File: src/rtl/i2s_pkg.sv
`default_nettype none
// =============================================================================
// i2s_pkg : shared state encoding and channel constants for the I2S target port
// Rev 1.0
// =============================================================================
package i2s_pkg;

  typedef enum logic [1:0] {
    ALIGN = 2'd0,
    LEFT  = 2'd1,
    RIGHT = 2'd2
  } i2s_state_e;

  localparam logic CH_LEFT  = 1'b0;
  localparam logic CH_RIGHT = 1'b1;

  localparam int MIN_CLK_PER_BCLK = 8;

endpackage
`default_nettype wire

File: src/rtl/i2s_sync_edge.sv
`default_nettype none
// =============================================================================
// i2s_sync_edge : multi-stage input synchroniser with one-clk rise/fall strobes
// Rev 1.0
// =============================================================================
module i2s_sync_edge #(
  parameter int SYNC_STAGES = 2
) (
  input  logic clk,
  input  logic rst,
  input  logic din,
  output logic dout,
  output logic rise,
  output logic fall
);

  logic [SYNC_STAGES-1:0] sync_q, sync_d;
  logic                   prev_q, prev_d;

  always_comb begin
    sync_d = {sync_q[SYNC_STAGES-2:0], din};
    prev_d = sync_q[SYNC_STAGES-1];
  end

  always_ff @(posedge clk or posedge rst) begin
    if (rst) begin
      sync_q <= '0;
      prev_q <= 1'b0;
    end else begin
      sync_q <= sync_d;
      prev_q <= prev_d;
    end
  end

  assign dout = sync_q[SYNC_STAGES-1];
  assign rise = dout & ~prev_q;
  assign fall = ~dout & prev_q;

endmodule
`default_nettype wire

File: src/rtl/i2s_slave_port.sv
`default_nettype none
// =============================================================================
// i2s_slave_port : I2S target endpoint, oversampled RX deserialiser + TX serialiser
// Option macro: I2S_UNDERRUN_REPEAT_EN (resend previous pair on TX underrun)
// Rev 1.0
// =============================================================================
module i2s_slave_port #(
  parameter int DATA_WIDTH  = 16,
  parameter int SYNC_STAGES = 2,
  parameter int BIT_CNT_W   = 6
) (
  input  logic                  clk,
  input  logic                  rst,
  input  logic                  i2s_bclk,
  input  logic                  i2s_lrclk,
  input  logic                  i2s_sdata_in,
  output logic                  i2s_sdata_out,
  output logic [DATA_WIDTH-1:0] rx_data_left,
  output logic [DATA_WIDTH-1:0] rx_data_right,
  output logic                  rx_valid,
  input  logic [DATA_WIDTH-1:0] tx_data_left,
  input  logic [DATA_WIDTH-1:0] tx_data_right,
  input  logic                  tx_valid,
  output logic                  tx_ready,
  output logic                  tx_underrun,
  output logic                  frame_err
);
  import i2s_pkg::*;

  localparam logic [BIT_CNT_W-1:0] CNT_MAX  = '1;
  localparam logic [BIT_CNT_W-1:0] CNT_FULL = BIT_CNT_W'(DATA_WIDTH);
  localparam logic [BIT_CNT_W-1:0] CNT_LAST = BIT_CNT_W'(DATA_WIDTH - 1);

  logic bclk_rise, bclk_fall, lr_in, sd_in;
  logic bclk_lvl_unused, lr_rise_unused, lr_fall_unused, sd_rise_unused, sd_fall_unused;

  i2s_sync_edge #(.SYNC_STAGES(SYNC_STAGES)) u_bclk_sync (
    .clk(clk), .rst(rst), .din(i2s_bclk),
    .dout(bclk_lvl_unused), .rise(bclk_rise), .fall(bclk_fall)
  );
  i2s_sync_edge #(.SYNC_STAGES(SYNC_STAGES)) u_lrclk_sync (
    .clk(clk), .rst(rst), .din(i2s_lrclk),
    .dout(lr_in), .rise(lr_rise_unused), .fall(lr_fall_unused)
  );
  i2s_sync_edge #(.SYNC_STAGES(SYNC_STAGES)) u_sdata_sync (
    .clk(clk), .rst(rst), .din(i2s_sdata_in),
    .dout(sd_in), .rise(sd_rise_unused), .fall(sd_fall_unused)
  );

  i2s_state_e            state_q, state_d;
  logic                  lr_s_q, lr_s_d;
  logic [BIT_CNT_W-1:0]  bit_cnt_q, bit_cnt_d;
  logic [DATA_WIDTH-1:0] rx_sr_q, rx_sr_d, left_buf_q, left_buf_d;
  logic [DATA_WIDTH-1:0] rx_left_q, rx_left_d, rx_right_q, rx_right_d;
  logic                  rx_valid_q, rx_valid_d, frame_err_q, frame_err_d;
  logic [DATA_WIDTH-1:0] hold_l_q, hold_l_d, hold_r_q, hold_r_d;
  logic                  hold_full_q, hold_full_d, tx_ready_q, tx_ready_d;
  logic [DATA_WIDTH-1:0] act_l_q, act_l_d, act_r_q, act_r_d, tx_sr_q, tx_sr_d;
  logic                  tx_underrun_q, tx_underrun_d, sdata_out_q, sdata_out_d;

  logic                  take_bit, boundary, word_ok;
  logic [DATA_WIDTH-1:0] rx_word;

  // The boundary rise still carries the LSB of the word that is ending.
  always_comb begin
    take_bit = bit_cnt_q < CNT_FULL;
    rx_word  = take_bit ? {rx_sr_q[DATA_WIDTH-2:0], sd_in} : rx_sr_q;
    boundary = bclk_rise && (lr_in != lr_s_q);
    word_ok  = bit_cnt_q >= CNT_LAST;
  end

  always_comb begin
    state_d       = state_q;
    lr_s_d        = lr_s_q;
    bit_cnt_d     = bit_cnt_q;
    rx_sr_d       = rx_sr_q;
    left_buf_d    = left_buf_q;
    rx_left_d     = rx_left_q;
    rx_right_d    = rx_right_q;
    rx_valid_d    = 1'b0;
    frame_err_d   = 1'b0;
    hold_l_d      = hold_l_q;
    hold_r_d      = hold_r_q;
    hold_full_d   = hold_full_q;
    act_l_d       = act_l_q;
    act_r_d       = act_r_q;
    tx_sr_d       = tx_sr_q;
    tx_underrun_d = 1'b0;
    sdata_out_d   = sdata_out_q;

    if (bclk_rise) begin
      lr_s_d = lr_in;
      if (boundary) begin
        bit_cnt_d = '0;
        rx_sr_d   = '0;
      end else begin
        rx_sr_d = rx_word;
        if (bit_cnt_q != CNT_MAX) bit_cnt_d = bit_cnt_q + 1'b1;
      end
    end

    if (boundary) begin
      case (state_q)
        ALIGN: begin
          if (lr_in == CH_LEFT) begin
            state_d = LEFT;
            tx_sr_d = act_l_q;
          end
        end
        LEFT: begin
          if (!word_ok) begin
            frame_err_d = 1'b1;
            state_d     = ALIGN;
          end else begin
            left_buf_d = rx_word;
            state_d    = RIGHT;
            tx_sr_d    = act_r_q;
          end
        end
        RIGHT: begin
          if (!word_ok) begin
            frame_err_d = 1'b1;
            state_d     = ALIGN;
          end else begin
            rx_left_d  = left_buf_q;
            rx_right_d = rx_word;
            rx_valid_d = 1'b1;
            state_d    = LEFT;
            if (hold_full_q) begin
              act_l_d     = hold_l_q;
              act_r_d     = hold_r_q;
              hold_full_d = 1'b0;
            end else begin
              tx_underrun_d = 1'b1;
`ifndef I2S_UNDERRUN_REPEAT_EN
              act_l_d = '0;
              act_r_d = '0;
`endif
            end
            tx_sr_d = act_l_d;
          end
        end
        default: state_d = ALIGN;
      endcase
    end

    // Acceptance after the transfer so a same-clk offer lands in the next frame.
    if (tx_valid && tx_ready_q) begin
      hold_l_d    = tx_data_left;
      hold_r_d    = tx_data_right;
      hold_full_d = 1'b1;
    end
    tx_ready_d = !hold_full_d;

    if (bclk_fall) begin
      sdata_out_d = (state_q == ALIGN) ? 1'b0 : tx_sr_q[DATA_WIDTH-1];
      tx_sr_d     = tx_sr_q << 1;
    end
  end

  always_ff @(posedge clk or posedge rst) begin
    if (rst) begin
      state_q       <= ALIGN;
      lr_s_q        <= 1'b0;
      bit_cnt_q     <= '0;
      rx_sr_q       <= '0;
      left_buf_q    <= '0;
      rx_left_q     <= '0;
      rx_right_q    <= '0;
      rx_valid_q    <= 1'b0;
      frame_err_q   <= 1'b0;
      hold_l_q      <= '0;
      hold_r_q      <= '0;
      hold_full_q   <= 1'b0;
      tx_ready_q    <= 1'b0;
      act_l_q       <= '0;
      act_r_q       <= '0;
      tx_sr_q       <= '0;
      tx_underrun_q <= 1'b0;
      sdata_out_q   <= 1'b0;
    end else begin
      state_q       <= state_d;
      lr_s_q        <= lr_s_d;
      bit_cnt_q     <= bit_cnt_d;
      rx_sr_q       <= rx_sr_d;
      left_buf_q    <= left_buf_d;
      rx_left_q     <= rx_left_d;
      rx_right_q    <= rx_right_d;
      rx_valid_q    <= rx_valid_d;
      frame_err_q   <= frame_err_d;
      hold_l_q      <= hold_l_d;
      hold_r_q      <= hold_r_d;
      hold_full_q   <= hold_full_d;
      tx_ready_q    <= tx_ready_d;
      act_l_q       <= act_l_d;
      act_r_q       <= act_r_d;
      tx_sr_q       <= tx_sr_d;
      tx_underrun_q <= tx_underrun_d;
      sdata_out_q   <= sdata_out_d;
    end
  end

  assign i2s_sdata_out = sdata_out_q;
  assign rx_data_left  = rx_left_q;
  assign rx_data_right = rx_right_q;
  assign rx_valid      = rx_valid_q;
  assign tx_ready      = tx_ready_q;
  assign tx_underrun   = tx_underrun_q;
  assign frame_err     = frame_err_q;

endmodule
`default_nettype wire

File: config.mk
export PLATFORM = sky130hd
export DESIGN_NAME = i2s_slave_port
export DESIGN_NICKNAME = d
export VERILOG_FILES = /design/src/rtl/i2s_pkg.sv /design/src/rtl/i2s_sync_edge.sv /design/src/rtl/i2s_slave_port.sv
export SDC_FILE = /design/constraint.sdc
export NUM_CORES = 1
export LEC_CHECK = 0
export BUFFER_PORTS_ARGS = -buffer_cell sky130_fd_sc_hd__buf_2
export CAP_MARGIN = 20
export CORE_UTILIZATION = 40
export CTS_CLUSTER_SIZE = 30
export DETAILED_ROUTE_END_ITERATION = 7
export GPL_TIMING_DRIVEN = 1
export SYNTH_ARGS = -nofsm -noshare
export SYNTH_HDL_FRONTEND = slang
export SYNTH_SLANG_ARGS = --single-unit
File: constraint.sdc
create_clock -name clk -period 8 [get_ports clk]
set_input_delay 1.6 -clock clk [delete_from_list [all_inputs] [get_ports clk]]
set_output_delay 1.6 -clock clk [all_outputs]
set_load 0.02 [all_outputs]
; After elaboration in Yosys (flattened, before gate mapping)
; Index checks and enable logic that the tools add are counted.
[op_classes]
add_sub_neg = 1
multipliers = 0
div = 0
order_cmp = 2
n_eq_ne = 8
n_shift = 0
mux = 31
n_bitwise = 4
n_reduce_logical = 13
[op_table]
columns = cell, n
row1 = two-way mux 16 bit, 9
row2 = one-hot mux 16 bit (3 select lines), 1
row3 = two-way mux 1 bit, 16
row4 = two-way mux 6 bit, 2
row5 = != test 3 bit (second input constant), 3
row6 = adder 6 x 1 -> 6 bit (second input constant), 1
row7 = >= comparator 6 x 4 -> 1 bit (second input constant), 1
row8 = < comparator 6 x 5 -> 1 bit (second input constant), 1
row9 = != test 6 bit (second input constant), 1
row10 = one-hot mux 2 bit (3 select lines), 1
row11 = AND reduction 3 bit, 2
row12 = AND reduction 5 bit, 1
row13 = two-way mux 2 bit, 2
row14 = AND reduction 2 bit, 2
row15 = nonzero test 2 bit, 2
row16 = nonzero test 4 bit, 1
row17 = bitwise AND 1 bit, 2
row18 = == test 2 x 1 -> 1 bit (second input constant), 1
row19 = == test 2 bit (second input constant), 1
row20 = logical AND 1 bit, 2
row21 = zero test 2 bit, 1
row22 = != test 2 bit (second input constant), 1
row23 = inverter 1 bit, 2
row24 = OR reduction 2 bit, 1
row25 = 2 further kinds, 2
[word_totals]
reg_bits = 166
latchBits = 0
mem_bits_rw = 0
romBits = 0
inputBits = 38
output_inout_bits = 37
word_cells = 81
memories = 0

; Longest topological paths before layout
; Gate-level depths: netlist of the first run.
[logic_depth]
word_depth = 6
depth_mapped = 8
depth_no_buf = 6

; Modules after synthesis
; From an unflattened synthesis of the first run, not the netlist that was laid out.
[hier_totals]
cells_unflattened = 643
hier_area_um2 = 7230.7
[modules_own_cells]
columns = module, n_inst, cells_each, area_per_inst_um2, seq_area_each_um2
row1 = i2s_slave_port, 1, 625, 6949.2, 3978.8
row2 = i2s_sync_edge, 3, 6, 93.8, 75.1

; Worst setup path after synthesis of the first run
; OpenSTA, ideal clock, no wires.
[synth_path]
path_kind = input -> register
from = input tx_valid
to = register hold_l_q[0]
setup_ns = 0.125
arrival_time_ns = 2.480
required_time_ns = 7.875
path_slack_ns = 5.396
cell_stages = 3
path_buffers = 1
cell_sequence = nand2_1 clkbuf_1 mux2_2
[synth_via]
elab_chain_cells = 1
[synth_rtl]
columns = item, line
row1 = start: declaration, i2s_slave_port.sv:23  ; input logic tx_valid,
row2 = logical AND 1 bit, i2s_slave_port.sv:148  ; if (tx_valid && tx_ready_q) begin
row3 = end signal: assignment, i2s_slave_port.sv:191  ; hold_l_q <= hold_l_d;
row4 = end: declaration, i2s_slave_port.sv:56  ; logic [DATA_WIDTH-1:0] hold_l_q, hold_l_d, hold_r_q, hold_r_d;
; No other way between the ends.
; A chain may end at the register's enable or synchronous reset.

; Worst setup path after layout of the first run
[layout_path]
from = register state_q[0]
to = register tx_sr_q[7]
[layout_via]
elab_chain_cells = 4
[layout_rtl]
columns = item, line
row1 = start: declaration, i2s_slave_port.sv:50  ; i2s_state_e state_q, state_d;
row2 = start signal: assignment, i2s_slave_port.sv:182  ; state_q <= state_d;
row3 = "== test 2 bit, or another cell as far along", i2s_slave_port.sv:103  ; case (state_q)
row4 = one-hot mux 16 bit (3 select lines), i2s_slave_port.sv:103
row5 = two-way mux 16 bit, i2s_slave_port.sv:102  ; if (boundary) begin
row6 = two-way mux 16 bit, i2s_slave_port.sv:155  ; if (bclk_fall) begin
row7 = end signal: assignment, i2s_slave_port.sv:197  ; tx_sr_q <= tx_sr_d;
row8 = end: declaration, i2s_slave_port.sv:58  ; logic [DATA_WIDTH-1:0] act_l_q, act_l_d, act_r_q, act_r_d, tx_sr_q, tx_sr_d;
; Several ways; a longest one is shown, not always the timed one. The select of a mux whose other input is x is not followed.

==> impl_metrics.json, run 1 <==
{
  "vias": 4827,
  "worst-path-stages": 5,
  "cp-start-kind": "flip-flop",
  "yosys_warnings": 0,
  "grtUsageMet3_pct": 3.64,
  "cts_tree": "built",
  "cts_max_level": 4,
  "drt_iter0_markers": 351,
  "yosys.area_share.simple_pct": 11.8,
  "first_global_vias": 4820,
  "io_pins": 75,
  "cp_max_fo": 34,
  "worst-path-buf-inv": 1,
  "cp_slowest_cell": "ha_1",
  "multi_input_area_sq_um": 2620,
  "gp_congestion": 0.781,
  "synth_edf_count": 0,
  "ant_nets": 0,
  "status": "finished clean",
  "post_cts_resized": 0,
  "critPathTopFamily": "simple AND/OR/NAND/NOR gates",
  "numCtsBuffers": 17,
  "min_to": "u_lrclk_sync.sync_q[1]",
  "async_reset_ff_share_pct": 100,
  "fillers": 1567,
  "synthFlopType": "dfrtp_1",
  "top_usage_layer": "met2",
  "met2_usage_pct": 26.0,
  "synth_top_area_share_pct": 59.0,
  "min-delay-start": "u_lrclk_sync.sync_q[0]",
  "ir_worst_vdd_uv": 161,
  "syn2layout_area_growth_pct": 15.4,
  "arrival_ns": 3.33,
  "min_path_cells": 0,
  "gr-usage-met1_pct": 25.2,
  "synth_compound_area_share_pct": 14.0,
  "io_buffers": 74,
  "synth_area_sq_um": 7040,
  "synth-adder-area-share_pct": 0.889,
  "max_slew_margin_pct": 35.9,
  "rsz0062_at_grt": "no",
  "regArea_sq_um": 4150,
  "initial_core_util_pct": 40.8,
  "synth_top_family_by_area": "compound AO/OA/AOI/OAI gates",
  "hp-class": "reg -> reg",
  "num_antenna_cells": 0,
  "ys_seq_elements": 166,
  "report.power.total_mw": 1.92,
  "grt_overflow": 0,
  "reg2reg_from": "state_q[0]",
  "dieArea_sq_um": 18100,
  "drive_gt1_share_pct": 24.2,
  "wl_per_cell_um": 15.9,
  "hold_viol": 0,
  "clkLatencyLatePin_ns": 0.42,
  "syn_inst": 637,
  "synth_mux_area_share_pct": 10.2,
  "layout_min_cycle_time_ns": 3.07,
  "drc_errors": 0,
  "fin_tns_setup_ns": 0,
  "grt_start_max_net_pins": 86,
  "pre_cts_ws_ns": 4.58,
  "crit_chain": "inv_1 > ha_1 > nor2_1 > nor3_2 > o211ai_1",
  "ctsRootBufferMaster": "clkbuf_16",
  "ys_types": 46,
  "power_density_nw_per_um2": 237,
  "post-cts-setup-buffers": 0,
  "crit_type": "reg -> reg",
  "die_y_um": 135,
  "fin_crit_sh_pct": 38.3,
  "final_nets": 734,
  "cts_buffer_depth": 2,
  "r2r.worst_path.cells": 5,
  "r2r_setup_slack_ns": 4.93,
  "worst_ep_required_time_ns": 8.26,
  "leakage_nw": 3.89,
  "cts_hold_buf": 0,
  "hpwlAfterDp_mm": 9.55,
  "drv_slew": 0,
  "skew_ns": 0.00832,
  "yosysTopAreaCell": "dfrtp_1",
  "avgViaCountPerCell": 5.20,
  "endpoint_kind": "flip-flop",
  "final_common_cell": "dfrtp_1",
  "synthXorXnorAreaFrac_pct": 0.356,
  "worstMarginPinSlew_ns": 0.956,
  "fin_cells": 928,
  "fp-row-count": 48,
  "clk_pin_slew_ns": 0.06,
  "maxCapViolations": 0,
  "clock_sinks": 166,
  "report.final.setup_viol": 0,
  "slowest_delay_ns": 0.89,
  "grt_use_total_pct": 17.4,
  "dr.pass1.iters": 5,
  "yosysSeqAreaShare_pct": 59.0,
  "wirelength_mm": 14.8,
  "syn_nets": 680,
  "final_cell_mix": "dfrtp_1, nand2_1, buf_2",
  "r2r-end": "tx_sr_q[7]",
  "design.core.area_sq_um": 17200,
  "grt_pass1_wl_mm": 24.8,
  "antenna_found_initial": 0,
  "finalCoreUtilization_pct": 47.1,
  "max_freq_ghz": 0.326,
  "dp_cells": 894,
  "avgSynthCellArea_sq_um": 11.0,
  "synth_area_leaders": "dfrtp_1, nand2_1, mux2_2, o21ai_0, mux2i_1",
  "fin_ws_ns": 4.93,
  "fp.dieW_um": 135
}
==> metal layers <==
metal | up-vias | share of wire (%) | routed length [um]
li1 | 2345 | - | -
met1 | 2391 | 49 | 7250
met2 | 84 | 47 | 6900
met3 | 7 | 3.5 | 515
met4 | 0 | 0.67 | 99
met5 | - | 0 | 0
==> worst max path at each step <==
| stage | start | endpoint | slack, ns |
|---|---|---|---|
| floorplan | rst | act_l_q[0] | 1.91 |
| CTS | state_q[0] | tx_sr_q[7] | 4.90 |
| global route | state_q[1] | tx_sr_q[8] | 4.56 |
| global placement | rst | act_r_q[12] | 4.65 |
| finish | state_q[0] | tx_sr_q[7] | 4.93 |
| detailed placement | rst | hold_r_q[5] | 4.58 |
==> cell usage after synthesis, types with 2 or more instances <==
| cell type | count |
|---|---|
| a32oi_1 | 15 |
| o21ai_1 | 4 |
| a2111oi_0 | 15 |
| a21oi_1 | 5 |
| and2b_2 | 2 |
| ha_1 | 5 |
| buf_6 | 4 |
| nand2b_1 | 2 |
| buf_2 | 16 |
| and2_1 | 2 |
| dfrtp_1 | 166 |
| and3_1 | 2 |
| nand2_1 | 156 |
| mux2_2 | 47 |
| nand4_1 | 2 |
| nor2_1 | 22 |
| o21ai_0 | 64 |
| a32o_1 | 2 |
| mux2i_1 | 17 |
| o211ai_1 | 15 |
| o31ai_1 | 4 |
| inv_1 | 5 |
| clkbuf_1 | 22 |
| a31oi_1 | 3 |
| nand3_1 | 5 |
| a22o_1 | 15 |
==> sequential cells by signal (all words and copies together), names as in the netlist, 6 cells and up <==
| signal | count |
|---|---|
| act_l_q | 16 |
| act_r_q | 16 |
| bit_cnt_q | 6 |
| hold_l_q | 16 |
| hold_r_q | 16 |
| left_buf_q | 16 |
| rx_data_left | 16 |
| rx_data_right | 16 |
| rx_sr_q | 16 |
| tx_sr_q | 16 |
==> kinds of logic after synthesis <==
family | count (synthesis)
AND/OR/NAND/NOR | 200
buffers and inverters | 52
AO/OA/AOI/OAI | 147
flip-flops | 166
multiplexers | 65
adder cells (fa/ha/maj) | 5
XOR/XNOR | 2
==> area by class of cell <==
cell class | instances | share of cell area, %
timing repair buffer | 82 | 5.64
clock inverter | 11 | 1.54
multi-input combinational | 419 | 32.3
tap | 225 | 3.47
sequential | 166 | 51.2
clock buffer | 20 | 5.63
inverter | 5 | 0.293
==> per-stage QoR <==
stage / hold WS (ns) / area, sq um
floorplan: 0.331 / 7040
global placement: 0.345 / 7480
detailed placement: 0.338 / 7490
CTS: 0.368 / 8080
global route: 0.382 / 8120
finish: 0.371 / 8120
==> where the power goes <==
| part | leakage [nW] | total, mW | switching, mW | internal (mW) |
|---|---|---|---|---|
| clock network | 0.271 | 0.804 | 0.330 | 0.474 |
| registers | 2.28 | 0.913 | 0.0300 | 0.883 |
| logic | 1.33 | 0.207 | 0.139 | 0.0683 |
(Power assumes the default switching activity.)
==> inputs of run 2 (changes only) <==
==> constraint.sdc (replaced) <==
create_clock -name clk -period 2.84 [get_ports clk]
set_input_delay 0.568 -clock clk [delete_from_list [all_inputs] [get_ports clk]]
set_output_delay 0.568 -clock clk [all_outputs]
set_load 0.02 [all_outputs]
==> run 2 against run 1 <==
Compared with the run above:
- critical path type unchanged
- flip-flop and latch count stayed put
- utilization increased by 0.73 points
- sequential power rose to 2.8 times the previous value
==> impl_metrics.json, run 2 (synthesis results as in run 1) <==
{
  "post_cts_resized": 0,
  "cp_max_fo": 19,
  "hp-class": "in -> async",
  "final_nets": 741,
  "syn2layout_area_growth_pct": 17.2,
  "final_cell_mix": "dfrtp_1, nand2_1, buf_2",
  "fin_ws_ns": 0.409,
  "drt_iter0_markers": 384,
  "design.core.area_sq_um": 17200,
  "leakage_nw": 3.96,
  "worst_ep_required_time_ns": 3.10,
  "startpoint": "state_q[1]",
  "skew_ns": 0.00463,
  "worstMarginPinSlew_ns": 0.991,
  "cts_tree": "built",
  "numCtsBuffers": 17,
  "pwr-share-clk_pct": 44.2,
  "reg2reg_from": "state_q[1]",
  "die_y_um": 135,
  "r2r_setup_slack_ns": 0.41,
  "layout_min_cycle_time_ns": 2.43,
  "hold_ws_ns": 0.256,
  "maxCapViolations": 0,
  "fp.dieW_um": 135,
  "ir_worst_vdd_uv": 439,
  "grt_use_total_pct": 17.9,
  "io_buffers": 74,
  "num_antenna_cells": 0,
  "avgViaCountPerCell": 5.21,
  "cp-start-kind": "flip-flop",
  "vias": 4880,
  "switching_power_mw": 1.42,
  "cts_max_level": 4,
  "drive_gt1_share_pct": 24.9,
  "endpoint_kind": "flip-flop",
  "initial_core_util_pct": 40.8,
  "clock_sinks": 166,
  "wl_per_cell_um": 15.9,
  "ant_nets": 0,
  "hpwlAfterDp_mm": 9.65,
  "cts_buffer_depth": 2,
  "finalCoreUtilization_pct": 47.8,
  "regArea_sq_um": 4150,
  "ctsRootBufferMaster": "clkbuf_16",
  "r2r.worst_path.cells": 6,
  "grt_overflow": 0,
  "grt_pass1_wl_mm": 25.1,
  "crit_type": "reg -> reg",
  "rsz0062_at_grt": "no",
  "fin_crit_sh_pct": 85.6,
  "fin_tns_setup_ns": 0,
  "io_pins": 75,
  "fp-row-count": 48,
  "status": "finished clean",
  "dr.pass1.iters": 6,
  "cts_hold_buf": 0,
  "combPwrFrac_pct": 10.6,
  "switching_share_pct": 25.0,
  "grt_start_max_net_pins": 96,
  "drv_slew": 0,
  "hold_viol": 0,
  "post-cts-setup-buffers": 0,
  "place_area_sq_um": 7600,
  "clkLatencyLatePin_ns": 0.43,
  "pre_cts_ws_ns": 0.404,
  "report.final.setup_viol": 0,
  "power_density_nw_per_um2": 691,
  "power_frac_seq_pct": 45.2,
  "fillers": 1567,
  "clk_pin_slew_ns": 0.06,
  "wirelength_mm": 14.9,
  "arrival_ns": 2.69,
  "max_slew_margin_pct": 33.5,
  "fin_area_sq_um": 8240,
  "cp-endpoint": "tx_sr_q[1]",
  "max_freq_ghz": 0.411,
  "gp_congestion": 0.832,
  "dieArea_sq_um": 18100,
  "multi_input_area_sq_um": 2620,
  "drc_errors": 0,
  "intPower_mw": 4.27,
  "r2r-end": "tx_sr_q[1]",
  "final_common_cell": "dfrtp_1",
  "first_global_vias": 4800,
  "antenna_found_initial": 0
}
run 2: cell count changes in the layout (fill, tap and decap cells not counted):
cell        delta
buf_12         +3
buf_16         -1
buf_4          +6
buf_8          -1
bufinv_16      +3
clkbuf_1       +1
clkbuf_8       -1
clkinvlp_4     -1
inv_6          -1
run 2: worst min path at each step:
stage                                   to  slack (ns)  cells after the start
CTS                 u_sdata_sync.sync_q[0]        0.24                      1
finish                       left_buf_q[2]        0.26                      3
floorplan            u_bclk_sync.sync_q[1]        0.33                      0
global route        u_sdata_sync.sync_q[0]        0.24                      1
global placement    u_sdata_sync.sync_q[1]        0.34                      0
detailed placement  u_sdata_sync.sync_q[1]        0.34                      0
run 2: final cells by class:
class	count	area share [%]
Sequential cell	166	50.4
Inverter	5	0.273
Clock inverter	12	2.43
Tap cell	225	3.41
Multi-Input combinational cell	419	31.8
Timing Repair Buffer	89	6.31
Clock buffer	20	5.42
run 2: critical path: stages (launching register included):
cell and delay [ns]:
dfrtp_1 0.41, inv_1 0.08, ha_1 0.44, nor2_1 0.26, nor2_1 0.08, nor3_2 0.76
o211ai_1 0.24
run 2: layer usage:
metal / part of all wire [%] / up-vias / GRT usage [%] / routed length [um]
li1: - / 2350 / - / -
met1: 49 / 2384 / 25.8 / 7250
met2: 45 / 126 / 25.5 / 6650
met3: 4.4 / 20 / 3.98 / 652
met4: 2.0 / 0 / 8.18 / 299
met5: 0 / - / 0 / 0
run 2: power by group through the flow:
stage / logic, mW / clock network (mW) / registers, mW
6_report: 0.606 / 2.52 / 2.57
5_1_grt: 0.688 / 2.66 / 2.59
4_1_cts: 0.610 / 2.57 / 2.57
3_5_place_dp: 0.606 / 0 / 2.61
3_3_place_gp: 0.584 / 0 / 2.61
2_1_floorplan: 0.444 / 0 / 2.60
run 2: through the flow:
stage               instances  power, mW
finish                    936       5.70
global route              936       5.94
CTS                       936       5.75
detailed placement        904       3.22
global placement          904       3.19
floorplan                 637       3.04
==> inputs of run 3 (changes only) <==
--- a/config.mk
+++ b/config.mk
@@ -8,6 +8,7 @@
 export BUFFER_PORTS_ARGS = -buffer_cell sky130_fd_sc_hd__buf_2
 export CAP_MARGIN = 20
 export CORE_UTILIZATION = 40
+export CTS_CLUSTER_DIAMETER = 30
 export CTS_CLUSTER_SIZE = 30
 export DETAILED_ROUTE_END_ITERATION = 7
 export GPL_TIMING_DRIVEN = 1
==> constraint.sdc (replaced) <==
create_clock -name clk -period 3 [get_ports clk]
set_input_delay 0.6 -clock clk [delete_from_list [all_inputs] [get_ports clk]]
set_output_delay 0.6 -clock clk [all_outputs]
set_load 0.02 [all_outputs]
==> run 3 against run 2 <==
Compared with the run above:
- sequential power fell by 5%
- clock skew rose by 0.0083 ns
- global-route usage fell by 0.35 points
- fmax fell by 4.5%
- combinational power fell by 4.6%
- largest cell class unchanged
- highest routed layer unchanged
==> impl_metrics.json, run 3 (synthesis results as in run 1) <==
{
  "layout_min_cycle_time_ns": 2.54,
  "final_common_cell": "dfrtp_1",
  "grt_start_max_net_pins": 96,
  "combPwrFrac_pct": 11.4,
  "wirelength_mm": 14.9,
  "io_buffers": 74,
  "max_freq_ghz": 0.393,
  "cp_slowest_cell": "nand4_4",
  "numCtsBuffers": 17,
  "fp.dieW_um": 135,
  "ir_worst_vdd_uv": 514,
  "final_cell_mix": "dfrtp_1, nand2_1, buf_2",
  "critPathTopFamily": "simple AND/OR/NAND/NOR gates",
  "worst-path-stages": 6,
  "post_cts_resized": 0,
  "worst-path-buf-inv": 1,
  "endpoint_kind": "flip-flop",
  "io_pins": 75,
  "grt_pass1_wl_mm": 24.8,
  "syn2layout_area_growth_pct": 15.8,
  "multi_input_area_sq_um": 2620,
  "maxCapViolations": 0,
  "first_global_vias": 4880,
  "crit_chain": "ha_1 > a311o_1 > nand4_4 > buf_12 > nand2_1 > o21ai_0",
  "clock_sinks": 166,
  "antenna_found_initial": 0,
  "wl_per_cell_um": 15.9,
  "startpoint": "bit_cnt_q[0]",
  "post-cts-setup-buffers": 0,
  "die_y_um": 135,
  "pwr-share-clk_pct": 40.7,
  "cp-endpoint": "act_r_q[12]",
  "cts_buffer_depth": 2,
  "ctsRootBufferMaster": "clkbuf_16",
  "report.final.setup_viol": 0,
  "power_frac_seq_pct": 47.9,
  "crit_type": "reg -> reg",
  "fin_tns_setup_ns": 0,
  "switching_power_mw": 1.31,
  "hpwlAfterDp_mm": 9.50,
  "drive_gt1_share_pct": 24.8,
  "leakage_nw": 3.92,
  "dieArea_sq_um": 18100,
  "status": "finished clean",
  "dr.pass1.iters": 5,
  "ant_nets": 0,
  "vias": 4854,
  "grt_overflow": 0,
  "cts_max_level": 4,
  "power_density_nw_per_um2": 624,
  "cp-start-kind": "flip-flop",
  "worst_ep_required_time_ns": 3.28,
  "drv_slew": 0,
  "gp_congestion": 0.763,
  "worstMarginPinSlew_ns": 1.00,
  "slowest_delay_ns": 0.67,
  "clkLatencyLatePin_ns": 0.42,
  "fp-row-count": 48,
  "hp-class": "in -> reg",
  "num_antenna_cells": 0,
  "max_slew_margin_pct": 32.7,
  "intPower_mw": 3.77,
  "initial_core_util_pct": 40.8,
  "r2r_setup_slack_ns": 0.46,
  "fin_crit_sh_pct": 84.8,
  "clk_pin_slew_ns": 0.06,
  "r2r-end": "act_r_q[12]",
  "r2r.worst_path.cells": 6,
  "arrival_ns": 2.82,
  "hold_ws_ns": 0.287,
  "switching_share_pct": 25.8,
  "drt_iter0_markers": 360,
  "design.core.area_sq_um": 17200,
  "avgViaCountPerCell": 5.21,
  "drc_errors": 0,
  "regArea_sq_um": 4150,
  "grt_use_total_pct": 17.5,
  "cts_hold_buf": 0,
  "final_nets": 741,
  "rsz0062_at_grt": "no",
  "skew_ns": 0.0129,
  "fillers": 1581,
  "cp_max_fo": 54,
  "hold_viol": 0,
  "reg2reg_from": "bit_cnt_q[0]",
  "cts_tree": "built"
}
-- run 3: layout make-up --
type / instances / share of cell area (%)
Clock buffer: 18 / 5.39
Timing Repair Buffer: 89 / 6.39
Sequential cell: 166 / 51.0
Inverter: 5 / 0.276
Tap cell: 225 / 3.46
Clock inverter: 10 / 1.34
Multi-Input combinational cell: 419 / 32.2
-- run 3: per-stage QoR --
stage | instance area, sq um | setup WS [ns] | utilization (%) | power, mW | instances
detailed placement | 7590 | 0.489 | 44.0 | 3.05 | 903
CTS | 8140 | 0.463 | 47.2 | 5.12 | 931
global placement | 7590 | 0.598 | 44.0 | 3.03 | 903
finish | 8150 | 0.455 | 47.3 | 5.08 | 932
floorplan | 7040 | 0.287 | - | 2.88 | 637
global route | 8150 | 0.199 | 47.3 | 5.30 | 932
-- run 3: routing by layer --
metal	routed length (um)	part of all wire, %	GRT usage, %
met5	0	0	0
met4	189	1.3	6.99
met3	510	3.4	3.75
met2	6800	46	26.1
met1	7350	49	24.9
-- run 3: power groups by stage --
stage	combinational (mW)	clock, mW	sequential [mW]
6_report	0.578	2.07	2.44
5_1_grt	0.653	2.20	2.45
4_1_cts	0.582	2.11	2.43
3_5_place_dp	0.573	0	2.47
3_3_place_gp	0.561	0	2.47
2_1_floorplan	0.421	0	2.46
-- run 3: worst min-delay path by stage --
stage / depth (start not counted) / to / startpoint
CTS: 1 / u_lrclk_sync.sync_q[0] / i2s_lrclk
global route: 1 / u_sdata_sync.sync_q[0] / i2s_sdata_in
finish: 1 / u_sdata_sync.sync_q[0] / i2s_sdata_in
global placement: 0 / u_sdata_sync.sync_q[1] / u_sdata_sync.sync_q[0]
floorplan: 0 / u_bclk_sync.sync_q[1] / u_bclk_sync.sync_q[0]
detailed placement: 0 / u_sdata_sync.sync_q[1] / u_sdata_sync.sync_q[0]
-- run 3: worst register-to-register path: stages (launching register included) --
cell and delay (ns):
dfrtp_1 0.40, ha_1 0.25, a311o_1 0.40, nand4_4 0.67, buf_12 0.46, nand2_1 0.11, o21ai_0 0.10
